### config.mk
export PLATFORM = sky130hd
export DESIGN_NAME = mac_memory_loader
export DESIGN_NICKNAME = d
export VERILOG_FILES = /design/src/rtl/mac_memory_loader.sv
export SDC_FILE = /design/constraint.sdc
export NUM_CORES = 1
export LEC_CHECK = 0
export CAP_MARGIN = 20
export CORE_MARGIN = 10
export CORE_UTILIZATION = 49
export CTS_CLUSTER_DIAMETER = 80
export CTS_CLUSTER_SIZE = 40
export DETAILED_ROUTE_END_ITERATION = 10
export HOLD_SLACK_MARGIN = 0.03
export PLACE_DENSITY = 0.85
export SLEW_MARGIN = 20
export SYNTH_ARGS = -nofsm -noshare
export SYNTH_HDL_FRONTEND = slang
export SYNTH_SLANG_ARGS = --single-unit
export TNS_END_PERCENT = 5
### constraint.sdc
create_clock -name clk -period 2 [get_ports clk]
set_clock_uncertainty 0.1 [all_clocks]
set_input_delay 0.2 -clock clk [delete_from_list [all_inputs] [get_ports clk]]
set_output_delay 0.2 -clock clk [all_outputs]
set_load 0.02 [all_outputs]
### src/rtl/mac_memory_loader.sv
// mac_memory_loader: parses a framed host byte stream (sync, bank, base
// address, word count, 16-bit words, XOR checksum) and issues one-cycle
// write strobes into the weights or activations memory of the MAC array.
module mac_memory_loader #(
    parameter logic [7:0] SYNC_BYTE = 8'hA5,
    parameter int         MEM_DEPTH = 256,
    localparam int        AW        = $clog2(MEM_DEPTH)
) (
    input  logic          clk,
    input  logic          reset,
    input  logic [7:0]    in_data,
    input  logic          in_valid,
    output logic          in_ready,
    output logic          wr_en,
    output logic          wr_bank,
    output logic [AW-1:0] wr_addr,
    output logic [15:0]   wr_data,
    output logic          busy,
    output logic          load_done,
    output logic          load_error
);

    localparam logic [2:0] S_IDLE  = 3'd0;
    localparam logic [2:0] S_BANK  = 3'd1;
    localparam logic [2:0] S_BASE  = 3'd2;
    localparam logic [2:0] S_COUNT = 3'd3;
    localparam logic [2:0] S_LO    = 3'd4;
    localparam logic [2:0] S_HI    = 3'd5;
    localparam logic [2:0] S_WRITE = 3'd6;
    localparam logic [2:0] S_CSUM  = 3'd7;

    logic [2:0]    state_q, state_d;
    logic          readyEn_q;
    logic          bank_q, bank_d;
    logic [AW-1:0] addr_q, addr_d;
    logic [7:0]    count_q, count_d;
    logic [7:0]    lo_q, lo_d;
    logic [7:0]    csum_q, csum_d;
    logic          wrEn_q, wrEn_d;
    logic          wrBank_q, wrBank_d;
    logic [AW-1:0] wrAddr_q, wrAddr_d;
    logic [15:0]   wrData_q, wrData_d;
    logic          done_q, done_d;
    logic          error_q, error_d;
    logic          accept;

    // The ready enable is a register so in_ready stays low through reset and
    // only comes up on the first clock edge after release; the WRITE cycle
    // is the single cycle in which no byte is taken.
    assign in_ready   = readyEn_q && (state_q != S_WRITE);
    assign accept     = in_valid && in_ready;
    assign wr_en      = wrEn_q;
    assign wr_bank    = wrBank_q;
    assign wr_addr    = wrAddr_q;
    assign wr_data    = wrData_q;
    assign busy       = (state_q != S_IDLE);
    assign load_done  = done_q;
    assign load_error = error_q;

    // Frame parser: every accepting state consumes one byte and folds it into
    // the running checksum; the write port registers are only loaded on the
    // HI byte so they hold the last written word between strobes.
    always_comb begin
        state_d  = state_q;
        bank_d   = bank_q;
        addr_d   = addr_q;
        count_d  = count_q;
        lo_d     = lo_q;
        csum_d   = csum_q;
        wrEn_d   = 1'b0;
        wrBank_d = wrBank_q;
        wrAddr_d = wrAddr_q;
        wrData_d = wrData_q;
        done_d   = 1'b0;
        error_d  = error_q;
        case (state_q)
            S_IDLE: begin
                if (accept && (in_data == SYNC_BYTE)) begin
                    state_d = S_BANK;
                    error_d = 1'b0;
                    csum_d  = 8'h00;
                end
            end
            S_BANK: begin
                if (accept) begin
                    csum_d = csum_q ^ in_data;
                    if (in_data[7:1] == 7'd0) begin
                        bank_d  = in_data[0];
                        state_d = S_BASE;
                    end else begin
                        error_d = 1'b1;
                        state_d = S_IDLE;
                    end
                end
            end
            S_BASE: begin
                if (accept) begin
                    csum_d  = csum_q ^ in_data;
                    addr_d  = in_data[AW-1:0];
                    state_d = S_COUNT;
                end
            end
            S_COUNT: begin
                if (accept) begin
                    csum_d  = csum_q ^ in_data;
                    count_d = in_data;
                    state_d = S_LO;
                end
            end
            S_LO: begin
                if (accept) begin
                    csum_d  = csum_q ^ in_data;
                    lo_d    = in_data;
                    state_d = S_HI;
                end
            end
            S_HI: begin
                if (accept) begin
                    csum_d   = csum_q ^ in_data;
                    wrEn_d   = 1'b1;
                    wrBank_d = bank_q;
                    wrAddr_d = addr_q;
                    wrData_d = {in_data, lo_q};
                    state_d  = S_WRITE;
                end
            end
            S_WRITE: begin
                addr_d = addr_q + 1'b1;
                if (count_q == 8'd0) begin
                    state_d = S_CSUM;
                end else begin
                    count_d = count_q - 8'd1;
                    state_d = S_LO;
                end
            end
            S_CSUM: begin
                if (accept) begin
                    if (in_data == csum_q) begin
                        done_d = 1'b1;
                    end else begin
                        error_d = 1'b1;
                    end
                    state_d = S_IDLE;
                end
            end
            default: begin
                state_d = S_IDLE;
            end
        endcase
    end

    // State and output registers; an asserted reset aborts any frame at once.
    always_ff @(posedge clk or negedge reset) begin
        if (!reset) begin
            state_q   <= S_IDLE;
            readyEn_q <= 1'b0;
            bank_q    <= 1'b0;
            addr_q    <= '0;
            count_q   <= 8'h00;
            lo_q      <= 8'h00;
            csum_q    <= 8'h00;
            wrEn_q    <= 1'b0;
            wrBank_q  <= 1'b0;
            wrAddr_q  <= '0;
            wrData_q  <= 16'h0000;
            done_q    <= 1'b0;
            error_q   <= 1'b0;
        end else begin
            state_q   <= state_d;
            readyEn_q <= 1'b1;
            bank_q    <= bank_d;
            addr_q    <= addr_d;
            count_q   <= count_d;
            lo_q      <= lo_d;
            csum_q    <= csum_d;
            wrEn_q    <= wrEn_d;
            wrBank_q  <= wrBank_d;
            wrAddr_q  <= wrAddr_d;
            wrData_q  <= wrData_d;
            done_q    <= done_d;
            error_q   <= error_d;
        end
    end

endmodule

==> impl_metrics.ini, run 1 <==
[die]
die_w_um = 100
row_count = 29
start_util = 0.500
die_y_um = 100
dieArea_mm2 = 0.0100
core_area_mm2 = 0.00628
ioPinCount = 41

[synthesis]
ys_top_cells_by_count = dfrtp_1, mux2_2, nor2_1, nand2_1
netlist.area_leader.share = 0.518
yosysWarningCount = 0
synth-seq-cells = 65
syn_inst = 294
synthFlopType = dfrtp_1
synth_fp_nets = 308
avgSynthCellArea_um2 = 10.7
ys_top_cells_by_area = dfrtp_1, mux2_2, nor2_1
yosysMostFrequentCell = dfrtp_1
yosysUniqueCellTypes = 48
yosys.area.top_type = dfrtp_1
synthArstFlopShare = 1.00
synth-edff-count = 0
syn-cell-area_mm2 = 0.00314
ys_seq_area_frac = 0.518

[place]
postPlaceCellArea_mm2 = 0.00387
io_buffers = 40
place_hpwl_um = 6000
gp_congestion = 0.903
dp_cells = 428
post-place-ws_ns = -0.597

[power_and_ir_drop]
power.density_mw_per_mm2 = 641
irDropWorstVdd_uv = 706
p_leak_nw = 1.89

[routing]
final_antenna_net_count = 0
drt_iter0_drc = 153
drcViolationCount = 0
first_pass_iters = 4
wl_per_cell_um = 19.1
wl_um = 8490
drt-vias-per-instance = 5.83
vias = 2596

[critical_path]
crit_path_end_kind = register
r2r_setup_slack_ns = 0.06
path_class = reg2reg
start_kind = register
worstPathMaxFanout = 2
critPathArrivalTime_ns = 2.12
crit_required_ns = 2.18

[final_layout]
stdcell_area_mm2 = 0.00412
antenna_cells = 0
nFillCells = 448
finalNetCount = 377
multiInputGateArea_mm2 = 0.00149
area_growth_pct = 31.2
layout.cells.non_filler = 445
drive_gt1_frac = 0.274
ff_latch_area_mm2 = 0.00163

[sta]
setup_viol = 0
worst_pin_slew_ns = 0.604
clock.fmax_mhz = 514
final.setup.worst_slack_ns = 0.0561
slew-limit-headroom = 0.598
fin_crit_sh = 0.972
hold_viol = 0
slew_violations = 0
rsz0062_at_grt = false
timing.hold.ws_ns = 0.218
fin_crit_ns = 1.94

[grt]
grt_use_total = 0.172
grt_overflow_total = 0
grt_max_degree = 26
grt_pass1_wl_um = 13800
antenna_found_initial = 0
grt_pass1_vias = 2764

[cts]
cts_sinks = 65
htreeDepth = 3
clock_latency_ns = 0.34
cts_tree = yes
cts_buffers = 9
clockBufferDepth = 2
clkTransAtPathRegs_ns = 0.07
cts_root_buf = clkbuf_8

[run]
drv_cap = 0

[worst_hold_path]
min_path_type = in2reg

[status]
outcome = completed
worst max-delay path, stage by stage (launching register included):
cell,delay [ns]
dfrtp_1,0.38
or3_1,0.42
or4_4,0.56
a311oi_2,0.29
o21a_1,0.14
cells by family after synthesis:
logic type	synth area share
flops	0.518
xor+xnor	0.0475
simple gates	0.157
other cells	0.00120
buf+inv	0.0255
compound gates	0.116
fa+ha+maj	0.0120
mux	0.123
power breakdown:
part	internal, mW	switching, mW	total [mW]
clock network	0.586	0.559	1.14
registers	1.32	0.0116	1.34
logic	0.0682	0.0898	0.158
metal layers:
| layer | share of wire | vias to the layer above | GRT usage |
|---|---|---|---|
| met1 | 0.40 | 1294 | 0.205 |
| met3 | 0.073 | 27 | 0.0618 |
| met4 | 0.028 | 0 | 0.0620 |
| met2 | 0.50 | 97 | 0.281 |
| li1 | - | 1178 | - |
| met5 | 0 | - | 0 |
registers in the layout (all words and copies together) (netlist names):
signal	cells
state_q	3
wr_bank	1
load_done	1
wr_en	1
load_error	1
addr_q	8
bank_q	1
readyEn_q	1
csum_q	8
count_q	8
lo_q	8
wr_addr	8
wr_data	16
layout by cell type, fill, tap and decap left out, drive strengths merged, types with 2 or more instances in the layout:
cell            n
xnor2           9
xor2            8
clkinv          3
nor2           30
o22ai           2
dlygate4sd2     2
o32ai           2
nor3           10
inv             9
dlymetal6s2s    3
a21oi          14
nand4           3
clkdlybuf4s50  33
or4             4
a311oi          2
a31oi           5
buf            32
ha              3
nand2b          2
dfrtp          65
o21a            3
a22oi           3
nand3          10
and2            4
clkbuf         10
mux2           34
and3            2
or3             3
nand2          24
o21ai          15
cell type report:
class                      instances  area share
sequential                        65       0.395
clock buffer                       9      0.0301
inverter                           7     0.00638
multi-input combinational        208       0.362
timing repair buffer              72       0.164
tap                               77      0.0234
clock inverter                     7      0.0188
worst paths after layout:
check	start	to	cells after the start
max in group asynchronous	reset	state_q[2]	3
min in group asynchronous	reset	wr_data[8]	2
max	count_q[4]	state_q[0]	4
min	in_data[4]	lo_q[4]	3
max reg2reg	count_q[4]	state_q[0]	4
min reg2reg	bank_q	bank_q	2
through the flow:
| stage | setup TNS, ns | total power, mW | utilization |
|---|---|---|---|
| floorplan | -0.00539 | 1.41 | - |
| finish | 0 | 2.64 | 0.656 |
| global placement | -5.06 | 1.51 | 0.616 |
| CTS | -0.0962 | 2.65 | 0.650 |
| detailed placement | -5.52 | 1.52 | 0.616 |
| global route | 0 | 2.73 | 0.656 |
timing repair:
item | 4_1_cts | 5_1_grt
gates resized for setup | 5 | 11
endpoints found under the setup margin | 13 | 14
setup buffers | 0 | 0
endpoints found under the hold margin | 23 | 0
pin swaps | 1 | 2
hold buffers | 1 | 0
Power figures use the tool's default switching activity.
==> run 2: changes to the inputs <==
CORE_UTILIZATION = 53   (was 49)
PLACE_DENSITY = 0.87   (was 0.85)
clock period = 2.25 ns   (was 2 ns; I/O delays follow)
==> run 2 against run 1 <==
  * Utilization grew 6.0 points
  * Global-route usage shrank 1.0 points
  * First-iteration DRC count grew 25%
  * Setup slack lost 0.017 ns
  * Routed wire length shrank 8.2%
==> impl_metrics.ini, run 2 (same netlist as run 1, synthesis figures left out) <==
[final_layout]
antenna_cells = 0
layout.cells.non_filler = 434
final_core_util = 0.716
stdcell_area_mm2 = 0.00404
finalNetCount = 371
drive_gt1_frac = 0.238
nFillCells = 381
mostFrequentLayoutCells = dfrtp_1, clkdlybuf4s50_1, mux2_2, nor2_1, nand2_1
multiInputGateArea_mm2 = 0.00145
ff_latch_area_mm2 = 0.00163
area_growth_pct = 28.7
largest_register_ffs = 16
layout_commonest_cell = dfrtp_1

[die]
die_y_um = 96.9
ioPinCount = 41
row_count = 27
core_area_mm2 = 0.00564
dieArea_mm2 = 0.00940
start_util = 0.556
die_w_um = 96.9

[place]
io_buffers = 40
dp_cells = 416
place_hpwl_um = 5310
gp_congestion = 0.850
post-place-ws_ns = -0.441
postPlaceCellArea_mm2 = 0.00378

[worst_hold_path]
hp-start = in_data[4]
worstHoldPathCells = 3
whs_endpoint = lo_q[4]
min_path_type = in2reg

[sta]
worst_pin_slew_ns = 0.574
hold_viol = 0
fin_crit_sh = 0.983
timing.hold.ws_ns = 0.287
slew-limit-headroom = 0.617
clock.fmax_mhz = 452
slew_violations = 0
final.setup.worst_slack_ns = 0.0390
fin_crit_ns = 2.21
setup_viol = 0

[routing]
first_pass_iters = 5
dr_wl_met3_um = 631
wl_met2_um = 3660
final_antenna_net_count = 0
routed.top_layer = met4
met1_length_um = 3300
drt_iter0_drc = 191
wl_per_cell_um = 18.0
wl_um = 7800
drt-vias-per-instance = 5.93
vias = 2575
drcViolationCount = 0

[cts]
clock_latency_ns = 0.35
cts_tree = yes
cts_buffers = 9
cts_root_buf = clkbuf_8
clockBufferDepth = 2
cts_sinks = 65
clkTransAtPathRegs_ns = 0.08
htreeDepth = 3

[critical_path]
critPathArrivalTime_ns = 2.35
crit_path_end_kind = register
r2r_setup_slack_ns = 0.24
crit_required_ns = 2.38
start_kind = primary input
r2r-end = state_q[0]
r2r-start = count_q[2]
worstPathMaxFanout = 3
worstRegToRegCells = 4
path_class = in2reg

[power_and_ir_drop]
power.density_mw_per_mm2 = 610
p_leak_nw = 1.84
irDropWorstVdd_uv = 462

[grt]
grt_pass1_wl_um = 12500
grt_max_degree = 42
antenna_found_initial = 0
grt_pass1_vias = 2486
grt_overflow_total = 0
grt_use_total = 0.162

[run]
drv_cap = 0

[status]
outcome = completed
==> run 2: changes by cell type in the layout (fill, tap and decap cells not counted), sizes merged <==
cell,delta
clkinv,-1
clkdlybuf4s50,+3
dlymetal6s2s,-1
clkbuf,-1
buf,-6
dlygate4sd2,-1
bufinv,+1
==> run 2: worst max-delay path by stage <==
stage / end / startpoint / depth (start not counted)
floorplan: csum_q[0] / state_q[1] / 6
global placement: csum_q[3] / in_data[6] / 7
detailed placement: csum_q[7] / in_data[6] / 7
CTS: load_error / in_data[6] / 6
global route: csum_q[1] / in_data[3] / 7
finish: load_error / in_data[3] / 6
==> run 2: timing repair <==
item                                    4_1_cts  5_1_grt
hold buffers                                  1        0
pin swaps                                     0        1
gates cloned                                  0        0
endpoints found under the hold margin        24        0
endpoints found under the setup margin        9        3
setup buffers                                 0        1
gates resized for setup                       2        2
==> run 2: report_power, final <==
group	switching [mW]	leakage (nW)	internal, mW
combinational	0.0762	0.853	0.0572
clock	0.506	0.110	0.635
sequential	0.0101	0.879	1.18
==> run 2: routing by layer <==
metal,global-route usage,up-vias
met3,0.0539,19
met2,0.246,114
li1,-,1174
met5,0,-
met1,0.201,1268
met4,0.0778,0
==> run 2: layout make-up <==
| type | count | area share |
|---|---|---|
| Timing Repair Buffer | 66 | 0.154 |
| Tap cell | 72 | 0.0223 |
| Sequential cell | 65 | 0.403 |
| Multi-Input combinational cell | 208 | 0.358 |
| Clock buffer | 9 | 0.0307 |
| Inverter | 7 | 0.00651 |
| Clock inverter | 7 | 0.0254 |
==> run 2: critical path, cell delays in order <==
cell             delay, ns
clkdlybuf4s50_1       0.48
or4_4                 0.51
or4_4                 0.53
a31oi_4               0.21
nor3_1                0.08
mux2_4                0.31
==> run 2: stage by stage <==
| step | total power, mW | setup TNS (ns) |
|---|---|---|
| 6_report | 2.46 | 0 |
| 5_1_grt | 2.54 | -0.00642 |
| 4_1_cts | 2.47 | -0.0160 |
| 3_5_place_dp | 1.34 | -4.15 |
| 3_3_place_gp | 1.34 | -3.95 |
| 2_1_floorplan | 1.25 | 0 |
